===== src/rtl/anvil_shared_tlb.sv =====
// Fully-associative shared L2 TLB between the ITLB/DTLB and the page-table walker.
// Optional hit/miss performance counters are enabled by defining SHARED_TLB_PERF_CNT_EN.
module anvil_shared_tlb #(
  parameter int unsigned ENTRIES    = 8,
  parameter int unsigned VLEN       = 64,
  parameter int unsigned ASID_WIDTH = 16
) (
  input  logic                  clk_i,
  input  logic                  rst_i,
  input  logic                  flush_i,
  input  logic                  itlb_miss_i,
  input  logic                  dtlb_miss_i,
  input  logic [VLEN-1:0]       itlb_vaddr_i,
  input  logic [VLEN-1:0]       dtlb_vaddr_i,
  input  logic                  dtlb_is_store_i,
  input  logic [ASID_WIDTH-1:0] asid_i,
  output logic                  itlb_ack_o,
  output logic                  dtlb_ack_o,
  output logic                  ptw_access_o,
  output logic                  ptw_hit_o,
  output logic [VLEN-1:0]       ptw_vaddr_o,
  output logic                  ptw_itlb_req_o,
  output logic                  ptw_is_store_o,
  input  logic                  ptw_update_valid_i,
  input  logic [26:0]           ptw_update_vpn_i,
  input  logic [ASID_WIDTH-1:0] ptw_update_asid_i,
  input  logic [1:0]            ptw_update_is_page_i,
  input  logic [63:0]           ptw_update_content_i,
  input  logic                  ptw_error_i,
  output logic                  refill_valid_o,
  output logic                  refill_is_itlb_o,
  output logic [26:0]           refill_vpn_o,
  output logic [ASID_WIDTH-1:0] refill_asid_o,
  output logic [1:0]            refill_is_page_o,
  output logic [63:0]           refill_content_o,
  output logic [31:0]           perf_hit_cnt_o,
  output logic [31:0]           perf_miss_cnt_o
);
  localparam int unsigned IW = $clog2(ENTRIES);

  typedef enum logic [1:0] {IDLE, LOOKUP, WAIT_PTW} state_e;
  state_e state_q, state_d;

  logic [ENTRIES-1:0]    valid_q;
  logic [26:0]           vpn_q     [ENTRIES];
  logic [ASID_WIDTH-1:0] asid_q    [ENTRIES];
  logic [1:0]            page_q    [ENTRIES];
  logic [63:0]           content_q [ENTRIES];
  logic [IW-1:0]         rr_q;

  logic [VLEN-1:0]       req_vaddr_q;
  logic                  req_itlb_q, req_store_q;
  logic [ASID_WIDTH-1:0] req_asid_q;

  logic [26:0]        lk_vpn;
  logic [ENTRIES-1:0] match;
  logic               hit, has_inv, fill_we;
  logic [IW-1:0]      hit_idx, inv_idx, victim;

  // Superpage entries compare only the VPN levels above their page size.
  function automatic logic tag_match(input logic [26:0] a, input logic [26:0] b,
                                     input logic [1:0] pg);
    if (pg[0])      return a[26:18] == b[26:18];
    else if (pg[1]) return a[26:9] == b[26:9];
    else            return a == b;
  endfunction

  assign lk_vpn = req_vaddr_q[38:12];

  // NOTE: every always_comb output gets a default first so no path leaves it unassigned (no latch).
  always_comb begin
    match = '0;
    for (int i = 0; i < int'(ENTRIES); i++) begin
      match[i] = valid_q[i] && (content_q[i][5] || asid_q[i] == req_asid_q) &&
                 tag_match(vpn_q[i], lk_vpn, page_q[i]);
    end
  end

  // Descending scans so the lowest matching / invalid index is the one left standing.
  always_comb begin
    hit     = 1'b0;
    hit_idx = '0;
    has_inv = 1'b0;
    inv_idx = '0;
    for (int i = int'(ENTRIES) - 1; i >= 0; i--) begin
      if (match[i]) begin
        hit     = 1'b1;
        hit_idx = IW'(i);
      end
      if (!valid_q[i]) begin
        has_inv = 1'b1;
        inv_idx = IW'(i);
      end
    end
  end

  assign victim  = has_inv ? inv_idx : rr_q;
  assign fill_we = (state_q == WAIT_PTW) && ptw_update_valid_i && !flush_i;

  // NOTE: sequential state uses non-blocking assignments so every flop samples pre-edge values.
  always_ff @(posedge clk_i or posedge rst_i) begin
    if (rst_i) state_q <= IDLE;
    else       state_q <= state_d;
  end

  always_comb begin
    state_d = state_q;
    unique case (state_q)
      IDLE:     if (itlb_miss_i || dtlb_miss_i) state_d = LOOKUP;
      LOOKUP:   state_d = hit ? IDLE : WAIT_PTW;
      WAIT_PTW: if (ptw_update_valid_i || ptw_error_i) state_d = IDLE;
      default:  state_d = IDLE;
    endcase
    if (flush_i) state_d = IDLE;
  end

  always_comb begin
    itlb_ack_o       = (state_q == IDLE) && !flush_i && itlb_miss_i;
    dtlb_ack_o       = (state_q == IDLE) && !flush_i && !itlb_miss_i && dtlb_miss_i;
    ptw_access_o     = (state_q == LOOKUP) && !flush_i;
    ptw_hit_o        = ptw_access_o && hit;
    refill_valid_o   = ptw_hit_o;
    refill_is_itlb_o = ptw_hit_o && req_itlb_q;
    refill_vpn_o     = ptw_hit_o ? vpn_q[hit_idx]     : '0;
    refill_asid_o    = ptw_hit_o ? asid_q[hit_idx]    : '0;
    refill_is_page_o = ptw_hit_o ? page_q[hit_idx]    : '0;
    refill_content_o = ptw_hit_o ? content_q[hit_idx] : '0;
  end

  assign ptw_vaddr_o    = req_vaddr_q;
  assign ptw_itlb_req_o = req_itlb_q;
  assign ptw_is_store_o = req_store_q;

  always_ff @(posedge clk_i or posedge rst_i) begin
    if (rst_i) begin
      req_vaddr_q <= '0;
      req_itlb_q  <= 1'b0;
      req_store_q <= 1'b0;
      req_asid_q  <= '0;
    end else if (itlb_ack_o || dtlb_ack_o) begin
      req_vaddr_q <= itlb_ack_o ? itlb_vaddr_i : dtlb_vaddr_i;
      req_itlb_q  <= itlb_ack_o;
      req_store_q <= dtlb_ack_o && dtlb_is_store_i;
      req_asid_q  <= asid_i;
    end
  end

  always_ff @(posedge clk_i or posedge rst_i) begin
    if (rst_i) begin
      valid_q <= '0;
      rr_q    <= '0;
    end else if (flush_i) begin
      valid_q <= '0;
    end else if (fill_we) begin
      valid_q[victim] <= 1'b1;
      if (!has_inv) rr_q <= rr_q + 1'b1;
    end
  end

  // NOTE: entry payload is not reset; valid_q alone decides whether an entry can match.
  always_ff @(posedge clk_i) begin
    if (fill_we) begin
      vpn_q[victim]     <= ptw_update_vpn_i;
      asid_q[victim]    <= ptw_update_asid_i;
      page_q[victim]    <= ptw_update_is_page_i;
      content_q[victim] <= ptw_update_content_i;
    end
  end

`ifdef SHARED_TLB_PERF_CNT_EN
  logic [31:0] hit_cnt_q, miss_cnt_q;

  always_ff @(posedge clk_i or posedge rst_i) begin
    if (rst_i) begin
      hit_cnt_q  <= '0;
      miss_cnt_q <= '0;
    end else if (ptw_access_o) begin
      if (hit && hit_cnt_q != 32'hFFFF_FFFF)   hit_cnt_q  <= hit_cnt_q + 32'd1;
      if (!hit && miss_cnt_q != 32'hFFFF_FFFF) miss_cnt_q <= miss_cnt_q + 32'd1;
    end
  end

  assign perf_hit_cnt_o  = hit_cnt_q;
  assign perf_miss_cnt_o = miss_cnt_q;
`else
  assign perf_hit_cnt_o  = 32'd0;
  assign perf_miss_cnt_o = 32'd0;
`endif

endmodule


===== config.mk =====
export PLATFORM = sky130hd
export DESIGN_NAME = anvil_shared_tlb
export DESIGN_NICKNAME = d
export VERILOG_FILES = /design/src/rtl/anvil_shared_tlb.sv
export SDC_FILE = /design/constraint.sdc
export NUM_CORES = 2
export LEC_CHECK = 0
export CAP_MARGIN = 15
export CORE_ASPECT_RATIO = 1.1
export CORE_MARGIN = 2
export CORE_UTILIZATION = 27
export DETAILED_ROUTE_END_ITERATION = 10
export HOLD_SLACK_MARGIN = 0.05
export PLACE_DENSITY_LB_ADDON = 0.25
export SLEW_MARGIN = 10
export SYNTH_ARGS = -nofsm -noshare
export SYNTH_HDL_FRONTEND = slang
export SYNTH_SLANG_ARGS = --single-unit

===== constraint.sdc =====
create_clock -name clk_i -period 8.83 [get_ports clk_i]
set_input_delay 1.3245 -clock clk_i [delete_from_list [all_inputs] [get_ports clk_i]]
set_output_delay 1.3245 -clock clk_i [all_outputs]
set_load 0.01 [all_outputs]

==> impl_metrics.toml <==
[timing]
tightest_slew_ns = 1.25
max_freq_mhz = 128
finClkSkew_ns = 0.0269
final_hold_viol_count = 0
finalCriticalPeriod_ns = 7.79
finalSetupViolations = 0
maxSlewViolCount = 0
post-route-period-util = 0.882
slew-limit-headroom = 0.169
rsz0062_at_grt = "no"
whs_ns = 0.486

[yosys]
synth_top_area_share = 0.599
ys_seq_elements = 967
synth_edf_count = 872
synth_area_leaders = "edfxtp_1 (60%), mux2i_1 (8.9%), dfrtp_1 (5.4%)"
synth_area_um2 = 43700
async_flop_share = 0.0982
syn_inst = 3027
synthTopCellsByCount = "edfxtp_1 (872), mux2i_1 (388), nand2_1 (310)"
syn_area_per_cell_um2 = 14.4
yosys_most_used_dff = "edfxtp_1"
yosysWarnings = 0
synth_most_common_cell = "edfxtp_1"
ys_types = 58
synth_top_cell_by_area = "edfxtp_1"
ys_seq_area_frac = 0.653

[die]
die_area_um2 = 165000
core_um2 = 161000
start_util = 0.272
die_w_um = 388
die_h_um = 426
ioPinCount = 506
num_rows = 154

[detailed_routing]
ant_nets = 0
dr_total_vias = 26800
wire_per_inst_um = 25.6
drc = 0
drt_wl_total_um = 144000
drtPass1Iterations = 5
first_iter_violations = 1620
drt-vias-per-instance = 4.76

[final_layout]
fin_util = 0.335
fill_cells = 15700
final_layout_size_suffix_gt1_frac = 0.103
final_area_um2 = 53800
multi_input_area_um2 = 14000
final_cells = 5637
syn_to_final_growth_pct = 23.1
fin_nets = 3697
register_area_um2 = 28600

[worst_setup_path]
path_max_fanout = 112
crit_chain = "xor2_1 -> nor4_1 -> a41oi_1 -> or4_4 -> and2_4 -> a21oi_4 -> buf_4 -> buf_12 -> mux2i_1 -> nand2_1 -> a21oi_1 -> a2111oi_2 -> clkdlybuf4s50_1"
slowest_delay_ns = 0.67
critPathArrivalTime_ns = 6.47
startpoint = "req_asid_q[3]"
critPathLaunchType = "flip-flop"
end_kind = "output pin"
reg2reg_from = "req_asid_q[3]"
crit_slowest_cell = "nor4_1"
worstPathRequired_ns = 7.51
worstSetupPathType = "flip-flop to output pin"

[outcome]
status = "complete, no violations"

[cts]
cts_buffers = 110
cts_root_buffer = "clkbuf_16"
cts_hold_buf = 0
clock_sinks = 967
clk_path_buf_depth = 3
h-tree-depth = 3
clk_pin_slew_ns = 0.06
cts_tree = "yes"
clk_latency_ns = 0.75
post_cts_resized = 0
post_cts_buffers = 0

[grt]
antenna_found_initial = 31
grt_usage = 0.171
grt_pass1_vias = 27100
grt-ovfl-total = 0
grt_first_pass_wirelength_um = 202000
grt_max_degree = 113

[worst_hold_path]
hold_start = "rr_q[2]"
worstHoldPathType = "flip-flop to flip-flop"

[power_and_ir_drop]
p_leak_nw = 18.8
finalPower_mw = 10.9
peakVddDrop_mv = 0.158
powerDensity_nw_per_um2 = 203

[place]
post_dp_cell_area_um2 = 50200
placed_cells = 5429
dp_hpwl_um = 91100
portBuffers = 441
routabilityCongestion = 0.830

[run]
drv_cap = 0
-- report_power, final --
| group | leakage [nW] | switching (mW) | total [mW] | internal (mW) |
|---|---|---|---|---|
| logic | 8.00 | 0.507 | 0.996 | 0.489 |
| registers | 9.01 | 0.258 | 5.34 | 5.08 |
| clock network | 1.75 | 1.94 | 4.60 | 2.65 |
-- sequential cells by signal, summed over array words and instances, names as in the netlist, 2 cells and up --
register	count
state_q	2
valid_q	8
content_q	512
asid_q	128
ptw_vaddr_o	64
rr_q	3
req_asid_q	16
page_q	16
vpn_q	216
-- final cells by class --
type / instances / area share
antenna: 7 / 0.000326
sequential: 967 / 0.531
clock buffer: 142 / 0.0539
timing repair buffer: 494 / 0.0927
clock inverter: 59 / 0.0130
tap: 2106 / 0.0490
multi-input combinational: 1852 / 0.260
inverter: 10 / 0.000767
-- worst paths after layout --
path | endpoint | slack (ns) | cells after the start
worst max-delay path | refill_content_o[9] | 1.04 | 13
worst min-delay path | rr_q[2] | 0.49 | 1
worst max register to register | state_q[1] | 5.32 | 9
worst min register to register | rr_q[2] | 0.49 | 1
max in group asynchronous | ptw_vaddr_o[47] | 6.41 | 3
min in group asynchronous | req_asid_q[4] | 1.04 | 2
-- stage by stage --
step	setup TNS [ns]	setup slack, ns
detailed placement	0	1.75
CTS	0	0.854
floorplan	-511.81	-1.17
global placement	0	1.70
finish	0	1.04
global route	0	0.851
-- routing by layer --
metal  global-route usage  wire [um]  vias to the layer above
met5                    0        253                        -
li1                     -          -                    12100
met4               0.0667       4850                       40
met2                0.290      70600                      836
met3               0.0457       9650                      247
met1                0.205      58900                    13600
-- cells by family (layout without fill, tap and decap cells) --
group,Yosys count,after routing,share of synthesized area
simple gates,478,478,0.0489
buf+inv,271,705,0.0359
flops,967,967,0.653
compound gates,558,558,0.0989
mux,405,405,0.0932
other cells,1,71,0.0000858
xor+xnor,346,346,0.0693
fa+ha+maj,1,1,0.000286
-- cell usage in the layout (no fill, tap or decap), types with 5 or more instances in the layout --
master and count:
a41o_1 6, conb_1 64, bufinv_16 11, clkinv_2 19
nor3_1 15, clkbuf_1 29, clkbuf_16 110, buf_12 14
nand3_1 8, a2111oi_2 108, o21ai_0 69, clkdlybuf4s50_1 441
mux2_2 17, diode_2 7, xnor2_1 129, buf_4 39
inv_1 8, edfxtp_1 872, a21oi_1 220, a21o_1 118
mux2i_1 388, xor2_1 217, nor4_1 56, clkinv_1 13
nand2_1 309, dfrtp_1 95, nand4_1 40, a41oi_1 6
o211ai_1 5, nor2_1 20
-- worst max-delay path, delay by kind of cell (launching register included) --
| family | cells | cell delay, ns |
|---|---|---|
| buffers and inverters | 3 | 1.23 |
| DFF | 1 | 0.54 |
| and+or+nand+nor | 4 | 1.65 |
| AOI/OAI and AO/OA | 4 | 1.36 |
| xor gates and xnor gates | 1 | 0.24 |
| muxes | 1 | 0.17 |
(Power assumes the default switching activity.)
==> patch, RTL diff (same flow settings) <==
Change the parameter `VLEN` from 64 to 96.
--- a/src/rtl/anvil_shared_tlb.sv
+++ b/src/rtl/anvil_shared_tlb.sv
@@ -3,5 +3,5 @@
 module anvil_shared_tlb #(
   parameter int unsigned ENTRIES    = 8,
-  parameter int unsigned VLEN       = 64,
+  parameter int unsigned VLEN       = 96,
   parameter int unsigned ASID_WIDTH = 16
 ) (
Interface: changed (resized dtlb_vaddr_i, itlb_vaddr_i and ptw_vaddr_o); port bits go from 506 to 602. The function was not compared with the original's and may differ.
==> patch against the unedited design <==
- clock skew rose by 0.024 ns
- total power rose by 5.8%
- worst setup slack got worse by 0.12 ns
- first-iteration DRC count rose by 36%
- worst hold slack got worse by 0.00072 ns
- combinational power rose by 18%
- wire length rose by 16%
- register-to-register slack got worse by 0.53 ns
- sequential cell count rose by 32
- design area rose by 8.7%
- synthesized area rose by 7.8%
- via count rose by 14%
==> patch: results (changes against the unedited design) <==
H-tree depth - 3 (unchanged)
CTS-repair resized insts - 0 (unchanged)
CTS buffer count - 114 (was 110)
Initial antenna violation count - 29 (was 31)
Pleak - 19.2 nW (was 18.8 nW)
PortBufs - 537 (was 441)
Final std cells w/o fill - 6240 (was 5637)
Largest registers - content_q x512, vpn_q x216, asid_q x128 (unchanged)
Asr flop ratio synth - 12.7% (was 9.82%)
Number of fill cells - 16800 (was 15700)
Sequential fraction of the synthesis area - 62.3% (was 65.3%)
Status - finished clean (unchanged)
Tot GR Track Use - 18.4% (was 17.1%)
Worst Hold Launch - rr_q[2] (unchanged)
Crit path launch - ptw_vaddr_o[29] (was req_asid_q[3])
CP top delay family - simple AND/OR/NAND/NOR gates (unchanged)
Avg WL per Cell - 26.9 um (was 25.6 um)
Most instantiated cells after synthesis - edfxtp_1 (872), nand2_1 (334), mux2i_1 (313) (was edfxtp_1 (872), mux2i_1 (388), nand2_1 (310))
Peak VDD IR - 161 uV (was 158 uV)
Syn avg cell area - 13.9 um^2 (was 14.4 um^2)
DRT Pass-1 Iters - 5 (unchanged)
Largest net degree at the start of global routing - 112 (was 113)
Max FFs per register - 512 (unchanged)
Root Driver - clkbuf_16 (unchanged)
Critical Path Max Stage Delay - 0.86 ns (was 0.67 ns)
First-pass GRT wire length - 236 mm (was 202 mm)
Clock Latency Late Sink - 0.76 ns
Slew Limit Headroom - 23.9% (was 16.9%)
Post-CTS setup buffer count - 0 (unchanged)
Slowest CP cell - and2_4 (was nor4_1)
# nets final - 4194 (was 3697)
Layout cells sized above 1 - 14.7% (was 10.3%)
Yosys Warn Count - 0 (unchanged)
Reg2reg start - state_q[0] (was req_asid_q[3])
HPWL Detailed - 107 mm (was 91.1 mm)
Worst-path clk slew - 0.06 ns (about the same)
Vias in the first global route - 31100 (was 27100)
Clock skew - 0.0514 ns (was 0.0269 ns)
CP Max Fanout - 37 (was 112)
Drt initial violations - 2209 (was 1620)
Synth area leaders - edfxtp_1 (56%), dfrtp_1 (6.7%), mux2i_1 (6.6%) (was edfxtp_1 (60%), mux2i_1 (8.9%), dfrtp_1 (5.4%))
Number of synthesized flops with an enable pin - 872 (unchanged)
DR vias/cell - 4.90 (was 4.76)
Gpl congestion - 0.876 (was 0.830)
Yosys cell types - 63 (was 58)
Worst Path Arrival - 6.58 ns (was 6.47 ns)
Dpl cells - 6020 (was 5429)
HP Class - flip-flop to flip-flop (unchanged)
Clock Tree Buf Depth - 3 (unchanged)
## patch: changes by cell type in the layout (fill, tap and decap cells not counted), sizes merged, moves of 16 or more
cell / unedited run / this run
a221o: 0 / 109
nor2: 22 / 232
clkdlybuf4s50: 441 / 537
xnor2: 129 / 145
dfrtp: 95 / 127
o21ai: 70 / 209
xor2: 217 / 201
mux2: 17 / 234
mux2i: 388 / 313
a21oi: 222 / 2
nand2: 310 / 334
a21o: 119 / 10
## patch: stage by stage
stage               area, um^2  hold slack [ns]  setup slack [ns]
floorplan                47400            0.445             -1.17
global placement         54700            0.483              1.61
detailed placement       54700            0.482              1.62
CTS                      58500            0.494             0.759
global route             58500            0.495             0.556
finish                   58500            0.485             0.922
## patch: worst register-to-register path, cell delays in order (launching register included)
cell	delay (ns)
dfrtp_1	0.42
nor3_1	0.91
nand3b_1	0.16
buf_4	0.37
inv_4	0.68
buf_4	0.64
nor2_2	0.06
buf_4	0.27
mux2_2	0.39
## patch: final cells by class
class,count,area share (%)
Multi-Input combinational cell,2142,28.1
Sequential cell,999,50.2
Inverter,10,0.0770
Clock buffer,142,5.22
Clock inverter,74,1.28
Tap cell,2268,4.85
Antenna cell,4,0.0171
Timing Repair Buffer,601,10.2
## patch: worst paths after layout
check                                       to  slack, ns  depth (start not counted)
hold reg to reg                        rr_q[2]       0.48                          1
hold / removal                         rr_q[2]       0.48                          1
min in group asynchronous      ptw_vaddr_o[42]       1.04                          2
setup reg to reg                 req_asid_q[9]       4.79                          8
max in group asynchronous      ptw_vaddr_o[16]       6.29                          3
setup / recovery           refill_content_o[5]       0.92                         11
## patch: cells by family after synthesis
logic type / after synthesis / synth area share [%]
mux: 547 / 12.2
other cells: 1 / 0.00795
buf+inv: 306 / 3.73
xor+xnor: 346 / 6.44
fa+ha+maj: 1 / 0.0265
compound gates: 477 / 8.90
simple gates: 707 / 6.37
flops: 999 / 62.3
## patch: layer usage
| metal | up-vias | part of all wire [%] | wire (um) | global-route usage [%] |
|---|---|---|---|---|
| li1 | 13600 | - | - | - |
| met1 | 15700 | 44 | 73700 | 24.3 |
| met2 | 947 | 48 | 80100 | 30.7 |
| met3 | 270 | 5.8 | 9700 | 3.51 |
| met4 | 30 | 2.4 | 4090 | 5.13 |
| met5 | - | 0.12 | 197 | 0 |
## patch: report_power, final
part / total [mW] / switching (mW) / internal (mW)
Combinational: 1.18 / 0.581 / 0.602
Sequential: 5.55 / 0.282 / 5.27
Clock: 4.84 / 2.06 / 2.78
Total: 11.6 / 2.92 / 8.65
